===== config.mk =====
export PLATFORM = sky130hd
export DESIGN_NAME = input_debouncer
export DESIGN_NICKNAME = d
export VERILOG_FILES = /design/src/rtl/input_debouncer.sv
export SDC_FILE = /design/constraint.sdc
export NUM_CORES = 1
export LEC_CHECK = 0
export BUFFER_PORTS_ARGS = -buffer_cell sky130_fd_sc_hd__buf_2
export CAP_MARGIN = 20
export CORE_AREA = 2 2 51 53
export CTS_CLUSTER_DIAMETER = 50
export DETAILED_ROUTE_END_ITERATION = 16
export DIE_AREA = 0 0 53 55
export PLACE_DENSITY_LB_ADDON = 0.12
export SLEW_MARGIN = 0
export SYNTH_ARGS = -nofsm -noshare
export SYNTH_HDL_FRONTEND = slang
export SYNTH_SLANG_ARGS = --single-unit

===== constraint.sdc =====
create_clock -name clk -period 2.19 [get_ports clk]
set_input_delay 0.219 -clock clk [delete_from_list [all_inputs] [get_ports clk]]
set_output_delay 0.219 -clock clk [all_outputs]
set_load 0.005 [all_outputs]

===== src/rtl/input_debouncer.sv =====
// Debounces a raw asynchronous level: synchronizer chain, stability counter and a
// four-state qualifier FSM. Define DEBOUNCE_TOGGLE_EN to build the press-to-toggle register.
module input_debouncer #(
  parameter int unsigned SYNC_STAGES     = 2,
  parameter int unsigned CNT_WIDTH       = 16,
  parameter int unsigned DEBOUNCE_CYCLES = 1000
) (
  input  logic clk,
  input  logic rst,
  input  logic din,
  output logic dout,
  output logic rise,
  output logic fall,
  output logic busy,
  output logic toggle_q
);

  if (SYNC_STAGES < 2 || SYNC_STAGES > 4) begin : gen_bad_sync
    $error("SYNC_STAGES must be in 2..4");
  end
  if (DEBOUNCE_CYCLES < 2 || DEBOUNCE_CYCLES > (2 ** CNT_WIDTH) - 1) begin : gen_bad_cycles
    $error("DEBOUNCE_CYCLES must be in 2..2**CNT_WIDTH-1");
  end

  typedef enum logic [1:0] {
    StStableLo = 2'd0,
    StWaitHi   = 2'd1,
    StStableHi = 2'd2,
    StWaitLo   = 2'd3
  } state_e;

  localparam logic [CNT_WIDTH-1:0] CntLast = CNT_WIDTH'(DEBOUNCE_CYCLES - 1);

  logic [SYNC_STAGES-1:0] sync_q;
  logic                   s;
  state_e                 state_q, state_d;
  logic [CNT_WIDTH-1:0]   cnt_q, cnt_d;
  logic                   dout_q, dout_d;
  logic                   rise_q, rise_d;
  logic                   fall_q, fall_d;

  // din is touched only by the synchronizer chain.
  always_ff @(posedge clk or posedge rst) begin
    if (rst) begin
      sync_q <= '0;
    end else begin
      sync_q <= {sync_q[SYNC_STAGES-2:0], din};
    end
  end

  assign s = sync_q[SYNC_STAGES-1];

  always_ff @(posedge clk or posedge rst) begin
    if (rst) begin
      state_q <= StStableLo;
      cnt_q   <= '0;
      dout_q  <= 1'b0;
      rise_q  <= 1'b0;
      fall_q  <= 1'b0;
    end else begin
      state_q <= state_d;
      cnt_q   <= cnt_d;
      dout_q  <= dout_d;
      rise_q  <= rise_d;
      fall_q  <= fall_d;
    end
  end

  always_comb begin
    state_d = state_q;
    cnt_d   = cnt_q;
    dout_d  = dout_q;
    rise_d  = 1'b0;
    fall_d  = 1'b0;
    unique case (state_q)
      StStableLo: begin
        if (s) begin
          state_d = StWaitHi;
          cnt_d   = CNT_WIDTH'(1);
        end else begin
          cnt_d = '0;
        end
      end
      StWaitHi: begin
        if (!s) begin
          state_d = StStableLo;
          cnt_d   = '0;
        end else if (cnt_q == CntLast) begin
          state_d = StStableHi;
          dout_d  = 1'b1;
          rise_d  = 1'b1;
          cnt_d   = '0;
        end else begin
          cnt_d = cnt_q + CNT_WIDTH'(1);
        end
      end
      StStableHi: begin
        if (!s) begin
          state_d = StWaitLo;
          cnt_d   = CNT_WIDTH'(1);
        end else begin
          cnt_d = '0;
        end
      end
      StWaitLo: begin
        if (s) begin
          state_d = StStableHi;
          cnt_d   = '0;
        end else if (cnt_q == CntLast) begin
          state_d = StStableLo;
          dout_d  = 1'b0;
          fall_d  = 1'b1;
          cnt_d   = '0;
        end else begin
          cnt_d = cnt_q + CNT_WIDTH'(1);
        end
      end
      default: begin
        state_d = StStableLo;
        cnt_d   = '0;
      end
    endcase
  end

  assign dout = dout_q;
  assign rise = rise_q;
  assign fall = fall_q;
  assign busy = (state_q == StWaitHi) || (state_q == StWaitLo);

`ifdef DEBOUNCE_TOGGLE_EN
  logic toggle_state;

  // Flips on the edge after rise is registered, so it trails the rise pulse by one cycle.
  always_ff @(posedge clk or posedge rst) begin
    if (rst) begin
      toggle_state <= 1'b0;
    end else begin
      toggle_state <= toggle_state ^ rise_q;
    end
  end

  assign toggle_q = toggle_state;
`else
  assign toggle_q = 1'b0;
`endif

endmodule


## Word-level counts from Yosys, hierarchy flattened

Index checks and enable logic that the tools add are counted.

| cells by class | value |
|---|---|
| mux-type cells | 23 |
| equal/unequal tests | 12 |
| add/sub/neg operators | 1 |
| reduce and logical (&&, ||, !) cells | 5 |

Operators with widths:

| kind | count |
|---|---|
| case mux 16 bit (4 select lines) | 1 |
| 2-to-1 mux 16 bit | 3 |
| adder 16 x 1 -> 16 bit, second input constant | 1 |
| equality test 16 x 10 -> 1 bit, second input constant | 1 |
| 2-to-1 mux 2 bit | 6 |
| inequality test 2 bit, second input constant | 6 |
| 2-to-1 mux 1 bit | 11 |
| case mux 2 bit (4 select lines) | 1 |
| inequality test 3 bit, second input constant | 2 |
| AND reduction 5 bit | 1 |
| equality test 2 bit, second input constant | 2 |
| AND reduction 4 bit | 1 |
| equality test 2 x 1 -> 1 bit, second input constant | 1 |
| zero test 2 bit | 1 |
| case mux 1 bit (2 select lines) | 1 |
| nonzero test 2 bit | 1 |
| logical OR 1 bit | 1 |

| storage, ports and cells | value |
|---|---|
| output and inout port bits | 5 |
| input bits | 3 |
| bits in registers | 23 |
| word-level logic and storage cells | 47 |

## Depth between registers and ports, before layout

Gate-level depths: netlist of run 1.

| depth | value |
|---|---|
| depth after elaboration | 4 |
| gate-level depth with buffers | 6 |
| mapped depth without buffers | 5 |

## Least setup slack after synthesis of run 1

Ideal clock, no wire load.

| timing path | value |
|---|---|
| kind | register to register |
| start point | register cnt_q[0] |
| end point | register (tool-made name) |
| library setup time | 125 ps |
| period minus slack after synthesis | 1880 ps |
| path slack | 310 ps |
| stages on the path, launching flop included | 6 |
| arrival | 1755 ps |
| path through | dfrtp_1 ha_1 or4b_1 nor4_4 nand2_2 mux2_4 |

RTL lines:

| element | RTL line | RTL |
|---|---|---|
| start: declaration | 37 | `logic [CNT_WIDTH-1:0] cnt_q, cnt_d;` |
| start signal: assignment | 62 | `cnt_q <= cnt_d;` |

==> results of run 1 <==
worst max path at each step:
stage | start | endpoint | slack [ns] | cells past startpoint
final | cnt_q[0] | register | 0.19 | 5
after global placement | cnt_q[0] | cnt_q[0] | 0.19 | 5
after global routing | cnt_q[0] | register | 0.03 | 5
after CTS | cnt_q[0] | cnt_q[0] | 0.13 | 5
after detailed placement | cnt_q[0] | cnt_q[0] | 0.14 | 5
after floorplan | cnt_q[0] | register | 0.31 | 5
synthesized netlist by cell type:
library cell	count	area (µm²)
buf_4	1	7.51
mux2_4	1	15.0
nand2_1	6	22.5
or4b_4	1	13.8
nor4_1	3	18.8
or4_4	1	11.3
clkbuf_1	1	3.75
nand3_1	5	25.0
nor3b_1	1	7.51
conb_1	1	3.75
nor4b_1	1	8.76
nand3_2	1	10.0
dfrtp_1	23	576
a21boi_0	1	7.51
a21oi_1	2	10.0
o22ai_1	1	6.26
a211o_1	1	8.76
or4b_1	1	10.0
or4bb_1	1	11.3
o21ai_0	2	10.0
nor2_1	16	60.1
xor2_1	3	26.3
and4b_1	1	10.0
nor4_4	1	21.3
buf_6	1	11.3
a21o_1	1	7.51
or3_1	2	12.5
and4_1	1	8.76
nand4_1	1	6.26
nand2_2	1	6.26
nand3b_2	1	11.3
ha_1	1	12.5
inv_1	4	15.0
and2_1	1	6.26
nor3_1	3	15.0
xnor2_1	10	87.6
flip-flops by register name, summed over array words and instances (netlist names), named ones only:
register	cells
fall	1
state_q	1
dout	1
cnt_q	16
rise	1
sync_q	2
power groups by stage:
stage               Clock, µW  Combinational [µW]  Sequential, µW
finish                    189                30.2             437
global route              215                35.7             439
CTS                       198                30.4             437
detailed placement          0                29.0             445
global placement            0                28.6             445
floorplan                   0                25.1             444
placed cells by master (no fill, tap or decap), drive strengths merged, types with 2 or more instances in the layout:
master | netlist | layout
o21ai | 2 | 2
nor3 | 3 | 3
nand2 | 7 | 7
nor4 | 4 | 4
nor2 | 16 | 16
nand3 | 6 | 6
or3 | 2 | 2
xnor2 | 10 | 10
inv | 4 | 4
buf | 2 | 7
a21oi | 2 | 2
dfrtp | 23 | 23
xor2 | 3 | 3
clkbuf | 1 | 4
or4b | 2 | 2
kinds of logic after synthesis:
logic type                 after synthesis  synth area share (%)
and+or+nand+nor                         49                  26.8
DFF                                     23                  52.1
xor gates and xnor gates                13                  10.3
AOI/OAI and AO/OA                        8                  4.53
buffers and inverters                    7                  3.40
adders and majority gates                1                  1.13
other                                    1                 0.339
muxes                                    1                  1.36
area by class of cell:
type | instances | area [µm²]
Multi-Input combinational cell | 73 | 500
Inverter | 4 | 15.0
Timing Repair Buffer | 8 | 47.5
Tap cell | 30 | 37.5
Sequential cell | 23 | 576
Fill cell | 218 | 1160
Clock buffer | 4 | 26.3
through the flow:
stage	instances	util (%)	power, µW
finish	142	50.8	657
global route	142	50.8	690
CTS	142	50.5	665
detailed placement	137	48.9	474
global placement	137	48.9	474
floorplan	103	-	469
what timing repair did:
action	4_1_cts	5_1_grt
hold buffers	1	0
resized for setup	0	1
endpoints found under the setup margin	0	11
endpoints found under the hold margin	1	0
critical path, stage by stage, from the launching register on:
cell and delay [ns]:
dfrtp_1 0.41, ha_1 0.23, or4b_1 0.49, nor4_4 0.32
nand2_2 0.13, mux2_4 0.31
layer usage:
metal	GRT usage [%]	routed length, µm	vias up	share of wire [%]
met5	0	0	-	0
li1	-	-	373	-
met1	20.2	897	363	49
met2	27.3	832	12	46
met3	2.42	43	5	2.4
met4	8.97	46	0	2.5
==> run summary, run 1 <==
The flow ran to the end, and the final reports show no timing, DRC or antenna violations. The Yosys warning count is 0. The die area came out at 0.00292 mm². The first-pass GRT wire length came out at 3280 µm.

The number of clock buffers inserted by TritonCTS is 3. The part of the Yosys area used for sequential elements is 52.1%. The total overflow left after global routing is 0. The maximum buffer depth of the clock tree came out at 2. For this design the static power due to leakage is 0.000520 µW. The internal power component came out at 512 µW. The relative max-transition margin came out at 45.0%. The minimum clock period after layout is 2.00 ns.

The number of antenna-violating nets in the routed design came out at 0. The actual slew at the worst max-slew pin is 0.824 ns. The maximum fanout encountered on the critical timing path is 4. After layout, the worst path uses 91.2% of the clock period. The worst setup slack after layout is 0.194 ns. The repair_antennas step left the layout with diodes totalling 0. The height of the chip is 55 µm.

The routed length per placed instance came out at 12.8 µm. The die width is 53 µm. The final layout net count is 117.

The vias after detailed routing is 753. The number of antenna violations at the first check in global routing came out at 0. The total setup buffers inserted after CTS came out at 0. The proportion of power drawn by flip-flops and latches came out at 66.6%. Of the total power, the clock network draws 28.8%.

The buffer cell driving the clock tree root is clkbuf_4. The source-to-sink clock delay at the later pin of the worst-skew pair came out at 0.30 ns. The class of the tightest hold or removal check is primary input to asynchronous set/reset pin. Once layout is done, the placed cells without fillers occupy 0.00120 mm². The origin of the critical flop-to-flop path is cnt_q[0].

The setup TNS after final layout came out at 0 ns. The HPWL after detailed placement is 1360 µm. The initial core utilization is 46.7%. The floorplan row count came out at 18. The critical path data arrival time came out at 2.20 ns. The minimum setup slack among reg-to-reg paths is 0.19 ns. The maximum vdd ir drop came out at 0.447 mV.

Measured in cells, the most critical reg-to-reg path has a length of 5. TritonCTS built the clock tree. The number of buffer cells added on primary ports is 6. The final number of hold-violating endpoints came out at 0.

Prior to clock tree synthesis, the placed netlist has a worst setup slack of 0.142 ns. The share of total power dissipated in combinational logic is 4.6%. Once placement finished, the instance area stood at 0.00116 mm². The number of synthesized register bits came out at 23. The mapped cell area came out at 0.00110 mm². The clock tree skew after final layout is 0.00150 ns. The final wirelength came out at 1820 µm.

The highest clock frequency the design can meet came out at 0.501 GHz. The number of library cell types mapped by synthesis is 36. CTS saw 23 sinks. The detailed router's first-iteration violation count is 18.

Setup violations remaining at the end of the flow were counted as 0. The worst hold slack is 0.0529 ns. The final count of pins violating max slew came out at 0. The number of global-route vias before repair came to 743. For this run, design rule violations remaining after detail routing come to 0.

The first TritonRoute pass finished after 4 iterations. At the end of routability-driven placement, the weighted congestion stood at 0.774. The layout overhead on the synthesized area is 8.83%. Entering global routing, the biggest net connects 24 pins. The maximum level of the CTS H-tree is 1. Setup repair after global routing left no endpoint under its margin.

The critical path is of the register to register type. In this run the power density over the cells is 546 mW/mm². The per-instance average area after synthesis is 10.7 µm². The ratio of cells with drive above 1 in the final layout came out at 15.2%.

The switching portion of total power came out at 22.1%. The overall track demand over capacity in global routing came out at 16.2%. Data on the critical path is required at its endpoint by 2.39 ns.

The number of top-level pins came out at 8. STA classifies the critical path startpoint as a register. The CTS clock-pin slew for the worst setup and hold paths came out at 0.11 ns.

The worst setup path is captured at a register. The net switching power came out at 145 µW. The via-per-instance ratio is 5.30. The region available for standard cell placement spans 0.00236 mm². Counting every net in the synthesized netlist gives 107.

The instance count of the mapped netlist came out at 103. The count of max-cap constraint violations came out at 0.
Power figures use the tool's default switching activity.
==> inputs of run 2 (changes only) <==
- CTS_BUF_LIST: unset -> sky130_fd_sc_hd__clkbuf_8
==> run 2 against run 1 <==
  * Critical path depth unchanged
  * Via count decreased by 1.3%
  * Sequential power about the same
  * Design area increased by 0.73%
  * First-iteration DRC count decreased by 61%
  * Flip-flop and latch count unchanged
  * Die area unchanged
  * Combinational power decreased by 4%
  * Clock skew increased by 0.0014 ns
  * Largest cell class unchanged
  * Largest power group unchanged
==> run summary, run 2 (synthesized netlist as in run 1, its figures left out) <==
The worst setup path is launched from a register. Hold is met by 0.0646 ns. In this run the number of H-tree levels came out at 1. The via-per-instance ratio is 5.27. The total grt overflow came out at 0.

The overall track demand over capacity in global routing came out at 16.3%. The vias after detailed routing is 743. The biggest cell delay along the critical path came out at 0.49 ns. TritonCTS built the clock tree.

Before antenna repair, the detailed router went through 4 iterations. After routing, the total negative slack on setup checks comes to 0 ns. The number of antenna violations at the first check in global routing is 0. The number of sinks driven by the clock tree is 23. The repair_antennas step left the layout with diodes totalling 0. The number of top-level pins is 8. The final number of hold-violating endpoints is 0. The routed length per placed instance is 12.9 µm.

The minimum clock period after layout came out at 2.00 ns. The layout overhead on the synthesized area came out at 9.63%. The post-route DRC violation count came out at 0. The count of max-cap constraint violations is 0. The placed wire-length estimate after detailed placement came out at 1360 µm. The source-to-sink clock delay at the later pin of the worst-skew pair is 0.26 ns.

The count of hold-fix buffers inserted at cts is 0. The global placer's final weighted congestion came out at 0.774. The tightest min-delay check is of the primary input to register type. The power per cell area is 593 mW/mm². The ratio of cells with drive above 1 in the final layout came out at 15.3%.

The flow ran to the end, and the final reports show no timing, DRC or antenna violations. Measured along the x axis, the die boundary spans 53 µm. IR analysis of the VDD net gives a maximum drop of 0.447 mV.

The floorplan step defined a die boundary enclosing 0.00292 mm². The largest registers in the layout are cnt_q x16, sync_q x2. The floorplan row count is 18.

The placed instance count came out at 137. The register bank with the most flops is cnt_q. The critical path data arrival time came out at 2.14 ns. The highest clock frequency the design can meet came out at 0.501 GHz. The initial core utilization is 46.7%.

Walking the worst path, the cells encountered are ha_1 > or4b_1 > nor4_4 > nand2_2 > mux2_4. The count of placed standard cells in the final layout, fillers left out is 141. The tree is rooted in a clkbuf_8. The total power consumption of the routed design came out at 719 µW.

The number of failing setup endpoints in the final timing report came out at 0. The cell with the biggest individual delay on the critical path is or4b_1. The number of global-route vias before repair came out at 736.

The maximum number of pins on one net before global-route repair came out at 24. The top cell types in the final layout, fill and taps aside, are dfrtp_1 (23), nor2_1 (16), xnor2_1 (10). The number of clock buffers inserted by TritonCTS is 3. At the worst endpoint, the required time is 2.34 ns. The library cell used most frequently in the layout, excluding fill and tap cells, is dfrtp_1. Measured against its own limit, the worst slew margin works out to 44.7%.

For this block, the routed nets add up to 1820 µm of wire. The height of the chip came out at 55 µm. The number of buffer cells added on primary ports came out at 6. The total setup buffers inserted after CTS is 0. The clock arrives with 0.00294 ns of skew. The final count of pins violating max slew is 0. In this run the worst path has a maximum fanout of 4. The static leakage power came out at 0.000528 µW. The critical path capture point type is a register. The number of antenna-violating nets in the routed design came out at 0.

The detailed router finished its first iteration with 7 violations. The CTS clock-pin slew for the worst setup and hold paths is 0.08 ns. Setup repair after global routing left no endpoint under its margin. For the pin with the worst max-slew slack, the measured transition is 0.829 ns. The type of the worst setup path is register to register.

The placeable core region is 0.00236 mm². The maximum buffer depth of the clock tree is 2. The register with the most flip-flops in the layout has 16 of them.

At the end of the flow, the number of nets in the layout was 116. The first-pass GRT wire length is 3300 µm. The final clock period utilization by the worst path came out at 91.1%.
==> run 2: worst paths after layout <==
check                          start         to  slack [ns]  cells after the start
max                         cnt_q[0]   register        0.19                      5
min                              din  sync_q[0]        0.06                      1
max reg2reg                 cnt_q[0]   register        0.19                      5
min reg2reg                sync_q[0]  sync_q[1]        0.35                      0
max in group asynchronous        rst       rise        1.57                      2
min in group asynchronous        rst   cnt_q[3]        0.11                      2
==> run 2: per-layer routing <==
metal  GRT usage, %  up-vias  wire length, µm
met5              0        -                0
met4           7.69        0               17
met3           3.23        2               38
met2           26.9        7              870
met1           20.9      363              890
li1               -      371                -
==> run 2: area by class of cell <==
cell class              instances  area [µm²]
clock buffers                   3        41.3
well taps                      30        37.5
repair buffers                  7        37.5
flip-flops and latches         23         576
fillers                       220        1150
multi-input cells              73         500
inverters                       4        15.0
clock inverters                 1        3.75
==> run 2: where the power goes <==
group,total (µW),internal (µW),switching [µW],leakage (µW)
Sequential,437,430,7.07,0.000312
Combinational,28.9,9.10,19.8,0.000189
Clock,253,125,128,0.0000269
==> run 2: metrics by stage <==
stage	setup WS, ns	cell area [µm²]	util, %
2_1_floorplan	0.310	1100	-
3_3_place_gp	0.188	1160	48.9
3_5_place_dp	0.142	1160	48.9
4_1_cts	0.136	1200	50.8
5_1_grt	0.0398	1210	51.2
6_report	0.194	1210	51.2
==> run 2: worst max-delay path: cells and delay by family, from the launching register on <==
kind | cells | cell delay [ns]
flops | 1 | 0.39
simple gates | 3 | 0.94
fa+ha+maj | 1 | 0.23
mux | 1 | 0.31
==> run 2: timing repair <==
| item | in CTS | in global routing |
|---|---|---|
| endpoints found under the setup margin | 0 | 3 |
| hold endpoints to repair | 0 | 0 |
| gates resized for setup | 0 | 1 |
